==> config.mk <==
export PLATFORM = sky130hd
export DESIGN_NAME = board_redraw_scheduler
export DESIGN_NICKNAME = d
export VERILOG_FILES = /design/src/rtl/draw_pkg.sv /design/src/rtl/tile_prio_enc.sv /design/src/rtl/board_redraw_scheduler.sv
export SDC_FILE = /design/constraint.sdc
export NUM_CORES = 1
export LEC_CHECK = 0
export ABC_AREA = 0
export CORE_UTILIZATION = 55
export CTS_BUF_LIST = sky130_fd_sc_hd__clkbuf_8 sky130_fd_sc_hd__clkbuf_16
export DETAILED_ROUTE_END_ITERATION = 16
export PLACE_DENSITY = 0.85
export SETUP_SLACK_MARGIN = 0.1
export SYNTH_ARGS = -nofsm -noshare
export SYNTH_HDL_FRONTEND = slang
export SYNTH_SLANG_ARGS = --single-unit
==> constraint.sdc <==
create_clock -name clk -period 5.1 [get_ports clk]
set_clock_uncertainty 0.15 [all_clocks]
set_input_delay 1.02 -clock clk [delete_from_list [all_inputs] [get_ports clk]]
set_output_delay 1.02 -clock clk [all_outputs]
set_load 0.02 [all_outputs]
==> src/rtl/draw_pkg.sv <==
// draw_pkg: shared constants, scheduler state type and a tile extraction
// helper for the board redraw scheduler and its priority encoder.
package draw_pkg;

  localparam int BOARD_TILES  = 16;
  localparam int INDEX_W      = 4;
  // Widest tile value the extraction helper supports.
  localparam int MAX_TILE_W   = 8;
  localparam int WIDE_BOARD_W = BOARD_TILES * MAX_TILE_W;

  typedef enum logic [1:0] {
    IDLE   = 2'd0,
    SCAN   = 2'd1,
    LAUNCH = 2'd2,
    WAIT   = 2'd3
  } sched_state_t;

  // Returns tile i of a packed board whose tiles are w bits wide. The board
  // is passed zero-extended to the widest supported layout.
  function automatic logic [MAX_TILE_W-1:0] tile_get(
    input logic [WIDE_BOARD_W-1:0] b,
    input int unsigned             w,
    input logic [INDEX_W-1:0]      i
  );
    logic [WIDE_BOARD_W-1:0] shifted;
    shifted = b >> (w * 32'(i));
    return shifted[MAX_TILE_W-1:0] & ~({MAX_TILE_W{1'b1}} << w);
  endfunction

endpackage

==> src/rtl/tile_prio_enc.sv <==
// tile_prio_enc: combinational lowest-set-bit encoder over the 16 dirty
// flags. 'any' is low when no tile is dirty (idx is then 0).
module tile_prio_enc
  import draw_pkg::*;
(
  input  logic [BOARD_TILES-1:0] bits,
  output logic [INDEX_W-1:0]     idx,
  output logic                   any
);

  // Walk from the top down so the last hit left standing is the lowest index.
  always_comb begin
    idx = '0;
    any = 1'b0;
    for (int i = BOARD_TILES - 1; i >= 0; i--) begin
      if (bits[i]) begin
        idx = INDEX_W'(i);
        any = 1'b1;
      end
    end
  end

endmodule

==> src/rtl/board_redraw_scheduler.sv <==
// board_redraw_scheduler: tracks which of the 16 board tiles need drawing and
// hands them one at a time, lowest index first, to the single-tile drawer.
// Optional macro DIRTY_TRACK_EN: when defined, only tiles that differ from
// what was last drawn are marked dirty; otherwise every board snapshot
// redraws the whole board.
module board_redraw_scheduler
  import draw_pkg::*;
#(
  parameter int TIMEOUT_CYCLES = 20000,
  parameter int TILE_W         = 4
) (
  input  logic                          clk,
  input  logic                          reset,
  input  logic [BOARD_TILES*TILE_W-1:0] board,
  input  logic                          board_valid,
  input  logic                          full_redraw,
  output logic                          sq_start,
  output logic [INDEX_W-1:0]            sq_index,
  output logic [TILE_W-1:0]             sq_value,
  input  logic                          sq_draw_done,
  output logic                          busy,
  output logic                          pass_done,
  output logic                          timeout_err
);

  localparam int BOARD_W = BOARD_TILES * TILE_W;
  localparam int CNT_W   = $clog2(TIMEOUT_CYCLES + 1);
  localparam logic [CNT_W-1:0] CNT_LAST = CNT_W'(TIMEOUT_CYCLES - 1);

  sched_state_t           state, state_next;
  logic [BOARD_TILES-1:0] dirty, dirty_next, capture_set;
  logic [BOARD_W-1:0]     pending, pending_next;
  logic [CNT_W-1:0]       cnt;
  logic [INDEX_W-1:0]     enc_idx;
  logic                   enc_any;
  logic                   timeout_hit;
  logic [TILE_W-1:0]      scan_value;

`ifdef DIRTY_TRACK_EN
  logic [BOARD_W-1:0]     shadow;
  logic [BOARD_TILES-1:0] diff_mask;

  for (genvar g = 0; g < BOARD_TILES; g++) begin : g_cmp
    assign diff_mask[g] = board[g*TILE_W +: TILE_W] != shadow[g*TILE_W +: TILE_W];
  end

  // Remember the value handed to the drawer so later snapshots compare against it.
  always_ff @(posedge clk or negedge reset) begin
    if (!reset) begin
      shadow <= '0;
    end else if (state == LAUNCH) begin
      shadow[int'(sq_index)*TILE_W +: TILE_W] <= sq_value;
    end
  end
`endif

  assign timeout_hit = (state == WAIT) && !sq_draw_done && (cnt == CNT_LAST);

  // Merge snapshot captures, launch clears and timeout re-marks; captures win.
  always_comb begin
    capture_set = '0;
    if (board_valid) begin
`ifdef DIRTY_TRACK_EN
      capture_set = diff_mask;
`else
      capture_set = '1;
`endif
    end
    if (full_redraw) begin
      capture_set = '1;
    end
    pending_next = board_valid ? board : pending;
    dirty_next = dirty;
    if (state == LAUNCH) begin
      dirty_next[sq_index] = 1'b0;
    end
    if (timeout_hit) begin
      dirty_next[sq_index] = 1'b1;
    end
    dirty_next = dirty_next | capture_set;
  end

  tile_prio_enc u_enc (
    .bits (dirty_next),
    .idx  (enc_idx),
    .any  (enc_any)
  );

  assign scan_value = TILE_W'(tile_get(WIDE_BOARD_W'(pending_next), TILE_W, enc_idx));

  // State register.
  always_ff @(posedge clk or negedge reset) begin
    if (!reset) begin
      state <= IDLE;
    end else begin
      state <= state_next;
    end
  end

  // Next-state and handshake outputs.
  always_comb begin
    state_next = state;
    sq_start   = 1'b0;
    busy       = (state != IDLE);
    case (state)
      IDLE:    if (dirty != '0) state_next = SCAN;
      SCAN:    state_next = enc_any ? LAUNCH : IDLE;
      LAUNCH: begin
        sq_start   = 1'b1;
        state_next = WAIT;
      end
      WAIT:    if (sq_draw_done || timeout_hit) state_next = SCAN;
      default: state_next = IDLE;
    endcase
  end

  // Dirty set, snapshot, launch operands, timeout counter and status flags.
  always_ff @(posedge clk or negedge reset) begin
    if (!reset) begin
      dirty       <= '1;
      pending     <= '0;
      cnt         <= '0;
      sq_index    <= '0;
      sq_value    <= '0;
      pass_done   <= 1'b0;
      timeout_err <= 1'b0;
    end else begin
      dirty     <= dirty_next;
      pending   <= pending_next;
      pass_done <= (state == SCAN) && !enc_any;
      if (state == SCAN && enc_any) begin
        sq_index <= enc_idx;
        sq_value <= scan_value;
      end
      if (state == LAUNCH) begin
        cnt <= '0;
      end else if (state == WAIT && cnt != CNT_LAST) begin
        cnt <= cnt + 1'b1;
      end
      if (timeout_hit) begin
        timeout_err <= 1'b1;
      end
    end
  end

endmodule
# ---- Yosys cells after proc, flatten, opt, wreduce, memory -nomap -nowiden
# Cells that the tools add are included.
dict set report classes {
  n_addsub 1
  n_mul 0
  n_div 0
  n_lt_le_gt_ge 2
  n_eq_ne 7
  shift 1
  mux 46
  bitwise 4
  n_reduce_logical 14
}
# op n
set op_table {}
lappend op_table {{$mux W16} 4}
lappend op_table {{$mux W4} 16}
lappend op_table {{$mux W64} 1}
lappend op_table {{$shr A64 B6 Y4} 1}
lappend op_table {{$or A16 B16 Y16} 2}
lappend op_table {{$mux W15} 2}
lappend op_table {{$mux W1} 18}
lappend op_table {{$and A16 B16 Y16} 1}
lappend op_table {{$not A16 Y16} 1}
lappend op_table {{$reduce_bool A16 Y1} 1}
lappend op_table {{$add A15 B1 Y15 const B} 1}
lappend op_table {{$eq A15 B15 Y1 const B} 1}
lappend op_table {{$ne A15 B15 Y1 const B} 1}
lappend op_table {{$pmux W2 S4} 1}
lappend op_table {{$logic_and A1 B1 Y1} 6}
lappend op_table {{$mux W2} 3}
lappend op_table {{$lt A4 B5 Y1 const B} 1}
lappend op_table {{$demux W1 S4} 1}
lappend op_table {{$eq A2 B2 Y1 const B} 2}
lappend op_table {{$ge A4 B1 Y1 const B} 1}
lappend op_table {{$reduce_bool A2 Y1} 2}
lappend op_table {{$eq A2 B1 Y1 const B} 1}
lappend op_table {{$logic_not A1 Y1} 2}
lappend op_table {{$logic_not A2 Y1} 1}
lappend op_table {{4 further kinds} 4}
dict set report word_totals {
  register_bits 107
  latchBits 0
  ram_bits 0
  romBits 0
  in_bits 69
  output_inout_bits 12
  wordCells 83
  memories 0
}

# ---- Longest topological paths before layout
# Gate-level depths: netlist of run 1.
dict set report depth {
  word_depth 28
  depth_mapped 15
  mapped_depth_nobuf 12
}

# ---- By module
# From an unflattened synthesis of run 1, not the netlist that was laid out.
dict set report hier_totals {
  hier_cells 475
  area_unflattened_um2 5689.2
}
# mod n_inst cells_per_inst area_each_um2 seq_area_each_um2
set by_module_without_submodules {}
lappend by_module_without_submodules {board_redraw_scheduler 1 442 5510.3 2697.6}
lappend by_module_without_submodules {tile_prio_enc 1 33 178.9 0.0}

# ---- Worst setup path before layout of run 1
# OpenSTA, ideal clock, no wires.
dict set report synth_path {
  path_type {input to register}
  startpoint {in sq_draw_done}
  endpoint {reg sq_value[2]}
  setup_ns 0.120
  t_arrival_ns 3.691
  required_ns 4.830
  setup_slack_ns 1.140
  stages 12
  n_path_buf 2
  cell_sequence {nand4b_1 > or4_4 > buf_6 > or3_1 > a221oi_2 > a2111oi_1 > o32ai_4 > buf_8 > mux2i_1 > nand2_1 > and3_1 > a31o_1}
}
dict set report synth_via {
  elab_chain_len 22
  elab_cells_between_ends 39
  cone_classes {shift: 1; mux: 33; bitwise: 1; reduce/logical: 4}
}
# element line_no
set synth_rtl {}
lappend synth_rtl {{start: declaration} board_redraw_scheduler.sv:20} ;# input logic sq_draw_done,
lappend synth_rtl {{$logic_not A1 Y1 (*)} board_redraw_scheduler.sv:57} ;# assign timeout_hit = (state == WAIT) && !sq_draw_done && (cnt == CNT_LAST);
lappend synth_rtl {{$logic_and A1 B1 Y1 (*) (2 in series)} board_redraw_scheduler.sv:57}
lappend synth_rtl {{$mux W16 (*)} board_redraw_scheduler.sv:77} ;# if (timeout_hit) begin
lappend synth_rtl {{$or A16 B16 Y16 (*)} board_redraw_scheduler.sv:80} ;# dirty_next = dirty_next | capture_set;
lappend synth_rtl {{$mux W4 / $mux W1 (equally long branches) (16 in series)} tile_prio_enc.sv:16} ;# if (bits[i]) begin
lappend synth_rtl {{$shr A64 B6 Y4 / $logic_and A1 B1 Y1 (equally long branches)} {draw_pkg.sv:26, board_redraw_scheduler.sv:131}}
lappend synth_rtl {{end signal: assignment} board_redraw_scheduler.sv:133} ;# sq_value <= scan_value;
lappend synth_rtl {{end: declaration} board_redraw_scheduler.sv:19} ;# output logic [TILE_W-1:0] sq_value,
# Every way passes the cells marked *; elsewhere a longest branch is shown, timed or not.
# A chain may end at the register's enable or synchronous reset.

# ---- Worst setup path after layout of run 1
# Same ends and word-level chain as after synthesis.

==> results of run 1 <==
-- final cells by class --
cell class                 count  area, sq um
clock buffer                   9          124
clock inverter                 7          119
fill                         712         3100
inverter                      12         45.0
multi-input combinational    383         2760
sequential                   107         2700
tap                          133          166
timing repair buffer          87          858
-- routing by layer --
layer  track usage, %  vias to the layer above  wire (um)
li1                 -                     2066          -
met1             38.5                     2244       6110
met2             44.8                      189       6760
met3             4.20                       35        839
met4             11.5                        0        365
met5                0                        -          0
-- report_power, final --
| group | total (uW) | switching (uW) | internal, uW |
|---|---|---|---|
| Clock | 615 | 324 | 290 |
| Combinational | 572 | 315 | 258 |
| Sequential | 1060 | 112 | 944 |
| Total | 2240 | 751 | 1490 |
-- placed cells by master (no fill, tap or decap), types with 6 or more instances in the layout --
cell,instances
dfrtp_1,91
clkdlybuf4s50_1,78
mux2_2,64
nor2_1,44
nand2_1,41
mux2i_1,37
o21ai_0,29
a21oi_1,23
nand3_1,19
dfstp_2,16
a22oi_1,15
inv_1,12
clkbuf_8,9
xor2_1,8
nor3_1,7
buf_4,7
or3_1,6
-- state kept, by name, indices dropped and copies added, names as in the netlist --
| register | flops |
|---|---|
| pending | 64 |
| dirty | 16 |
| cnt | 15 |
| sq_index | 4 |
| sq_value | 4 |
| state | 2 |
| pass_done | 1 |
| timeout_err | 1 |
-- per-stage QoR --
step                      setup slack (ns)  hold WS [ns]  total power (uW)  instance area, sq um
after floorplan                       1.14         0.322              1380                  5630
after global placement               0.603         0.314              1610                  6530
after detailed placement             0.446         0.330              1640                  6530
after CTS                            0.802         0.357              2250                  6770
after global routing                 0.554         0.373              2350                  6770
final                                0.732         0.356              2240                  6770
-- worst register-to-register path: stages (launching register included) --
cell and delay [ns]:
dfrtp_1 0.42, or4bb_1 0.57, or4_1 0.64, nor4b_1 0.70, o21ai_0 0.28, o221a_2 0.35
nor3_1 0.53, nand2_1 0.09, and3_1 0.22, a31o_1 0.21
-- kinds of logic (layout without fill, tap and decap cells) --
group | count (synthesis) | count (layout) | share of synthesized area [%]
xor gates and xnor gates | 11 | 11 | 1.71
and+or+nand+nor | 159 | 159 | 14.0
muxes | 101 | 101 | 19.4
DFF | 107 | 107 | 47.9
adders and majority gates | 5 | 5 | 1.11
buffers and inverters | 36 | 115 | 3.09
AOI/OAI and AO/OA | 107 | 107 | 12.7
-- path summary, 6_finish.rpt --
| check | from | to | slack, ns | cells after the start |
|---|---|---|---|---|
| max in group asynchronous | reset | pending[6] | 3.12 | 2 |
| hold reg to reg | timeout_err | timeout_err | 0.36 | 1 |
| setup / recovery | sq_draw_done | sq_value[2] | 0.73 | 12 |
| hold / removal | timeout_err | timeout_err | 0.36 | 1 |
| setup reg to reg | cnt[13] | sq_value[2] | 0.84 | 9 |
| min in group asynchronous | reset | cnt[12] | 0.59 | 1 |
==> reports/metrics.yaml, run 1 <==
cells_and_area:
  final_cell_count_no_fill: 738
  final_nets: 674
  area_delta_synth_final_pct: 20.2
  drive_above_1_share_pct: 19.0
  antenna_cells: 0
  fin_util_pct: 68.6
sta:
  slew_headroom_pct: 40.0
  drv_slew: 0
  clock.fmax_mhz: 229
  setup_viol: 0
  min_period_ns: 4.37
  worst_pin_slew_ns: 0.888
  hold_violations: 0
  fin_tns_setup_ns: 0
  post-route-period-util_pct: 85.6
  rsz0062_at_grt: "no"
synth:
  synth_seq_cells: 107
  synth_top_cell_area_share_pct: 40.5
  synth_fp_nets: 600
  synth-main-ff-cell: "dfrtp_1"
  syn-cell-area_sq_um: 5630
  synth-async-reset-ratio_pct: 100
  synth_edf_count: 0
  synth_commonest_cells: "dfrtp_1 (91), mux2_2 (64), nor2_1 (44)"
  yosysWarningCount: 0
  ys_top_cells_by_area: "dfrtp_1 (40%), mux2_2 (13%), dfstp_2 (7.5%)"
  synth.distinct_cells: 62
  synth_most_common_cell: "dfrtp_1"
  yosysSeqAreaShare_pct: 47.9
  synth_cells: 526
  syn_avg_cell_area_sq_um: 10.7
  yosys.area.top_type: "dfrtp_1"
clock_tree:
  cts_resized: 0
  htree_levels: 3
  postCtsSetupBuffers: 0
  worstSkewPairLatency_ns: 0.37
  cts_tree: "built"
  clockRootBuffer: "clkbuf_8"
  ctsHoldBuffers: 0
  numClockSinks: 107
  cts_made_buffers: 9
  clockBufferDepth: 2
  path_clk_slew_ns: 0.11
floorplanning:
  core_area_sq_um: 9860
  die_area_sq_um: 10600
  boundaryPins: 81
  die_x_um: 103
  rows: 36
  start_util_pct: 57.1
  die_y_um: 103
global_routing:
  grt_pass1_vias: 4534
  grt_max_degree: 69
  grt_overflow_total: 0
  grt_pass1_wl_um: 22700
  antenna_found_initial: 0
  track_usage_pct: 28.0
job:
  drv_cap: 0
detailed_routing:
  avgRoutedWirePerCell_um: 19.1
  ant_nets: 0
  vias: 4534
  drt_iter0_markers: 360
  via_per_inst: 6.14
  drc: 0
  wl_um: 14100
  dr.pass1.iters: 5
run_status:
  status: "complete, no violations"
pwr:
  power_leakage_uw: 0.00255
  power_density_nw_per_um2: 331
  ir_drop_v: 0.000168
placement:
  gp_congestion: 0.965
  numPortBuffers: 80
  hpwl_um: 10000
  dpl.cell_count: 722
worst_setup_path:
  critPathRequiredTime_ns: 5.21
  crit_buf_inv: 2
  path_delay_family: "simple AND/OR/NAND/NOR gates"
  cp-end-kind: "register"
  crit_chain: "clkdlybuf4s50_1 -> nand4b_1 -> or4_4 -> or3_1 -> o21ai_0 -> a2111oi_1 -> o32ai_4 -> buf_12 -> mux2i_1 -> a22oi_1 -> and3_1 -> a31o_1"
  path_max_fanout: 33
  cp_slowest_cell: "or4_4"
  worstPathArrival_ns: 4.48
  cpPeakStageDelay_ns: 0.53
  crit_type: "in -> reg"
  cp-start-kind: "input port"
hold_path:
  hold_path_class: "reg -> reg"
(Power assumes the default switching activity.)
==> run 2, diff against run 1 <==
- CORE_MARGIN: not set -> 10
- CORE_UTILIZATION: 55 -> 57
- CTS_BUF_LIST: sky130_fd_sc_hd__clkbuf_8 sky130_fd_sc_hd__clkbuf_16 -> sky130_fd_sc_hd__clkbuf_8
- PLACE_DENSITY: 0.85 -> 0.87
==> reports/metrics.yaml, run 2 (synthesized netlist as in run 1, its figures left out) <==
run_status:
  status: "complete, no violations"
worst_setup_path:
  worstPathArrival_ns: 4.47  # about the same
  crit-reg2reg-launch: "cnt[13]"
  cp-start-kind: "input port"
  critPathRequiredTime_ns: 5.23  # +0.02 ns
  r2r_end: "sq_value[2]"
  rrSetupSlack_ns: 0.94  # +0.10 ns
  path_max_fanout: 33  # unchanged
  cp-end-kind: "register"
  reg2reg_depth: 11  # +2
  crit_type: "in -> reg"
hold_path:
  min_to: "timeout_err"
  min_path_cells: 1  # unchanged
  worstHoldStart: "timeout_err"
  hold_path_class: "reg -> reg"
job:
  drv_cap: 0  # unchanged
sta:
  slew_headroom_pct: 34.1  # -5.8 points
  min_period_ns: 4.34  # -0.0289 ns
  worst_pin_slew_ns: 0.974  # +0.0863 ns
  post-route-period-util_pct: 85.1  # -0.57 points
  holdWs_ns: 0.342  # -0.0143 ns
  clock.fmax_mhz: 230  # +0.67%
  drv_slew: 0  # unchanged
  setup_viol: 0  # unchanged
  hold_violations: 0  # unchanged
  rsz0062_at_grt: "no"
  fin_tns_setup_ns: 0  # unchanged
clock_tree:
  postCtsSetupBuffers: 0  # unchanged
  htree_levels: 3  # unchanged
  path_clk_slew_ns: 0.10  # about the same
  cts_tree: "built"
  worstSkewPairLatency_ns: 0.38  # about the same
  ctsHoldBuffers: 0  # unchanged
  clockRootBuffer: "clkbuf_8"
  cts_made_buffers: 9  # unchanged
  clockBufferDepth: 2  # unchanged
  numClockSinks: 107  # unchanged
  cts_resized: 0  # unchanged
cells_and_area:
  largest_reg_flops: 64  # unchanged
  top_register: "pending"
  drive_above_1_share_pct: 19.1  # +0.13 points
  antenna_cells: 0  # unchanged
  area_delta_synth_final_pct: 20.2  # about the same
  largestRegisters: "pending (64), dirty (16), cnt (15)"
  mostFrequentLayoutCells: "dfrtp_1 (91), clkdlybuf4s50_1 (78), mux2_2 (64), nor2_1 (44), nand2_1 (41)"
  final_cell_count_no_fill: 739  # +0.14%
  layout_commonest_cell: "dfrtp_1"
  final_nets: 675  # +0.15%
  n_fill_cell: 683  # -4.1%
  fin_util_pct: 69.8  # +1.2 points
detailed_routing:
  drt_iter0_markers: 404  # +12%
  drc: 0  # unchanged
  wl_um: 14700  # +4.3%
  ant_nets: 0  # unchanged
  avgRoutedWirePerCell_um: 19.8  # +4.1%
  vias: 4576  # +0.93%
  dr.pass1.iters: 9  # +4
  via_per_inst: 6.19  # +0.79%
floorplanning:
  boundaryPins: 81  # unchanged
  start_util_pct: 58.1  # +1.1 points
  die_y_um: 119  # +16%
  rows: 36  # unchanged
  core_area_sq_um: 9680  # -1.8%
  die_area_sq_um: 14300  # +34%
  die_x_um: 119  # +16%
global_routing:
  grt_use_met2_pct: 33.4  # -11 points
  antenna_found_initial: 0  # unchanged
  track_usage_pct: 20.7  # -7.4 points
  grt_pass1_wl_um: 24200  # +6.8%
  use_met1_pct: 26.8  # -12 points
  grt_pass1_vias: 4707  # +3.8%
  grt_overflow_total: 0  # unchanged
  use_met3_pct: 4.35  # +0.14 points
  grt_max_degree: 72  # +4.3%
  busiest_layer: "met2"
placement:
  hpwl_um: 10500  # +5.0%
  numPortBuffers: 80  # unchanged
  gp_congestion: 0.896  # -7.2%
  dpl.cell_count: 723  # +0.14%
pwr:
  ir_drop_v: 0.000205  # +22%
  power_density_nw_per_um2: 332  # +0.22%
  power_uw: 2250  # +0.16%
  power_leakage_uw: 0.00255  # +0.13%
## run 2: cell types whose count changed in the layout (fill, tap and decap cells not counted)
cell / delta
clkinv_8: -2
buf_4: +1
clkinv_2: +1
inv_8: +1
inv_6: -1
clkbuf_8: +1
## run 2: routing by layer
| metal | wire (um) | part of all wire (%) |
|---|---|---|
| met5 | 0 | 0 |
| met4 | 342 | 2.3 |
| met3 | 1110 | 7.6 |
| met2 | 7150 | 49 |
| met1 | 6060 | 41 |
## run 2: layout make-up
| type | count | area (sq um) | area share [%] |
|---|---|---|---|
| Multi-Input combinational cell | 383 | 2760 | 40.8 |
| Sequential cell | 107 | 2700 | 39.9 |
| Timing Repair Buffer | 88 | 866 | 12.8 |
| Tap cell | 133 | 166 | 2.46 |
| Clock buffer | 10 | 138 | 2.03 |
| Clock inverter | 6 | 93.8 | 1.39 |
| Inverter | 12 | 45.0 | 0.666 |
## run 2: worst max-delay path by stage
stage	start	end	slack, ns
after CTS	sq_draw_done	sq_value[2]	0.84
final	sq_draw_done	sq_value[2]	0.76
after global placement	sq_draw_done	sq_value[2]	0.62
after global routing	state[0]	sq_value[2]	0.65
after detailed placement	sq_draw_done	sq_value[2]	0.47
after floorplan	sq_draw_done	sq_value[2]	1.14
## run 2: per-stage QoR
step                cell area [sq um]  worst slack (ns)
finish                           6760             0.761
global route                     6760             0.646
CTS                              6760             0.840
detailed placement               6530             0.474
global placement                 6530             0.624
floorplan                        5630              1.14
## run 2: power by group
part	internal [uW]	total [uW]	switching, uW
Sequential	945	1010	64.5
Combinational	267	636	369
Clock	296	602	305
## run 2: critical path, cell delays in order
cell,delay (ns)
clkdlybuf4s50_1,0.44
nand4b_1,0.21
or4_4,0.54
or3_1,0.43
o21ai_0,0.27
a2111oi_1,0.13
o32ai_4,0.31
buf_12,0.28
mux2i_1,0.25
a22oi_1,0.11
and3_1,0.22
a31o_1,0.22
==> run 3, diff against run 2 <==
- CORE_UTILIZATION: 57 -> 47
- PLACE_DENSITY: 0.87 -> 0.74
==> reports/metrics.yaml, run 3 (synthesized netlist as in run 1, its figures left out) <==
global_routing:
  antenna_found_initial: 0  # unchanged
  grt_max_degree: 69  # -4.2%
  grt_overflow_total: 0  # unchanged
  grt_pass1_vias: 4576  # -2.8%
  track_usage_pct: 18.1  # -2.6 points
  grt_pass1_wl_um: 24100  # -0.63%
clock_tree:
  worstSkewPairLatency_ns: 0.39  # about the same
  htree_levels: 3  # unchanged
  clockBufferDepth: 2  # unchanged
  postCtsSetupBuffers: 0  # unchanged
  cts_made_buffers: 9  # unchanged
  clockRootBuffer: "clkbuf_8"
  path_clk_slew_ns: 0.10  # about the same
  cts_resized: 0  # unchanged
  ctsHoldBuffers: 0  # unchanged
  numClockSinks: 107  # unchanged
  cts_tree: "built"
cells_and_area:
  largest_reg_flops: 64  # unchanged
  largestRegisters: "pending (64), dirty (16), cnt (15)"
  final_cell_count_no_fill: 749  # +1.4%
  fin_util_pct: 58.1  # -12 points
  antenna_cells: 0  # unchanged
  final_area_sq_um: 6720  # -0.59%
  top_register: "pending"
  layout_commonest_cell: "dfrtp_1"
  n_fill_cell: 971  # +42%
  drive_above_1_share_pct: 19.0  # -0.17 points
  final_nets: 675  # unchanged
  mostFrequentLayoutCells: "dfrtp_1 (91), clkdlybuf4s50_1 (78), mux2_2 (64), nor2_1 (44), nand2_1 (41)"
  area_delta_synth_final_pct: 19.4
placement:
  gp_congestion: 0.966  # +7.7%
  dpl.cell_count: 733  # +1.4%
  place_area_sq_um: 6550  # +0.19%
  numPortBuffers: 80  # unchanged
  hpwl_um: 10900  # +3.5%
  pre_cts_slack_ns: 0.469  # -0.00457 ns
sta:
  rsz0062_at_grt: "no"
  drv_slew: 0  # unchanged
  slew_headroom_pct: 35.6  # +1.5 points
  post-route-period-util_pct: 83.3  # -1.7 points
  min_period_ns: 4.25  # -0.0892 ns
  setup_viol: 0  # unchanged
  worst_pin_slew_ns: 0.952  # -0.0220 ns
  fin_ws_ns: 0.850  # +0.0892 ns
  fin_tns_setup_ns: 0  # unchanged
  hold_violations: 0  # unchanged
  clock.fmax_mhz: 235  # +2.1%
detailed_routing:
  vias: 4363  # -4.7%
  via_per_inst: 5.83  # -5.9%
  drc: 0  # unchanged
  avgRoutedWirePerCell_um: 19.5  # -1.7%
  drt_iter0_markers: 479  # +19%
  wl_um: 14600  # -0.37%
  ant_nets: 0  # unchanged
  dr.pass1.iters: 5  # -4
worst_setup_path:
  worstPathArrival_ns: 4.38  # -0.09 ns
  critPathRequiredTime_ns: 5.23  # about the same
  path_max_fanout: 33  # unchanged
  reg2reg_depth: 9  # -2
  cp-end-kind: "register"
  cp-start-kind: "input port"
  crit_type: "in -> reg"
floorplanning:
  die_x_um: 129  # +8.4%
  die_y_um: 129  # +8.4%
  rows: 39  # +8.3%
  core_area_sq_um: 11600  # +19%
  start_util_pct: 48.7  # -9.5 points
  die_area_sq_um: 16800  # +18%
  boundaryPins: 81  # unchanged
hold_path:
  hold_path_class: "reg -> reg"
  min_path_cells: 1  # unchanged
pwr:
  power_density_nw_per_um2: 316  # -4.9%
  ir_drop_v: 0.000183  # -11%
  power_leakage_uw: 0.00253  # -0.99%
run_status:
  status: "complete, no violations"
job:
  drv_cap: 0  # unchanged
run 3: worst paths after layout:
path | to | slack, ns | start
worst min register to register | timeout_err | 0.34 | timeout_err
worst max-delay path | sq_value[2] | 0.85 | sq_draw_done
worst max register to register | sq_value[2] | 0.89 | cnt[13]
worst min-delay path | timeout_err | 0.34 | timeout_err
min in group asynchronous | cnt[1] | 0.58 | reset
max in group asynchronous | cnt[5] | 3.16 | reset
run 3: per-layer routing:
layer	track usage [%]	vias up	share of wire, %
met3	4.00	25	6.7
met2	28.1	152	48
met1	24.1	2118	44
met4	7.41	0	2.1
li1	-	2068	-
met5	0	-	0
run 3: critical path, stage by stage:
cell and delay, ns:
clkdlybuf4s50_1 0.44, nand4b_1 0.20, or4_4 0.51, or3_1 0.42, o21ai_0 0.29, a2111oi_1 0.14, o32ai_4 0.31, buf_12 0.27
mux2i_1 0.23, a22oi_1 0.10, and3_1 0.21, a31o_1 0.20
run 3: where the power goes:
part	switching (uW)	internal, uW	total [uW]	leakage [uW]
clock network	307	182	489	0.0000940
registers	83.3	945	1030	0.00128
logic	341	265	607	0.00116
run 3: stage by stage:
| stage | hold slack [ns] | power [uW] |
|---|---|---|
| 2_1_floorplan | 0.322 | 1380 |
| 3_3_place_gp | 0.331 | 1630 |
| 3_5_place_dp | 0.313 | 1650 |
| 4_1_cts | 0.338 | 2140 |
| 5_1_grt | 0.362 | 2250 |
| 6_report | 0.335 | 2120 |
run 3: layout make-up:
| cell class | instances | area, sq um | area share, % |
|---|---|---|---|
| multi-input combinational | 383 | 2760 | 41.0 |
| sequential | 107 | 2700 | 40.1 |
| timing repair buffer | 88 | 866 | 12.9 |
| tap | 143 | 179 | 2.66 |
| clock buffer | 9 | 124 | 1.84 |
| clock inverter | 7 | 55.1 | 0.819 |
| inverter | 12 | 45.0 | 0.670 |
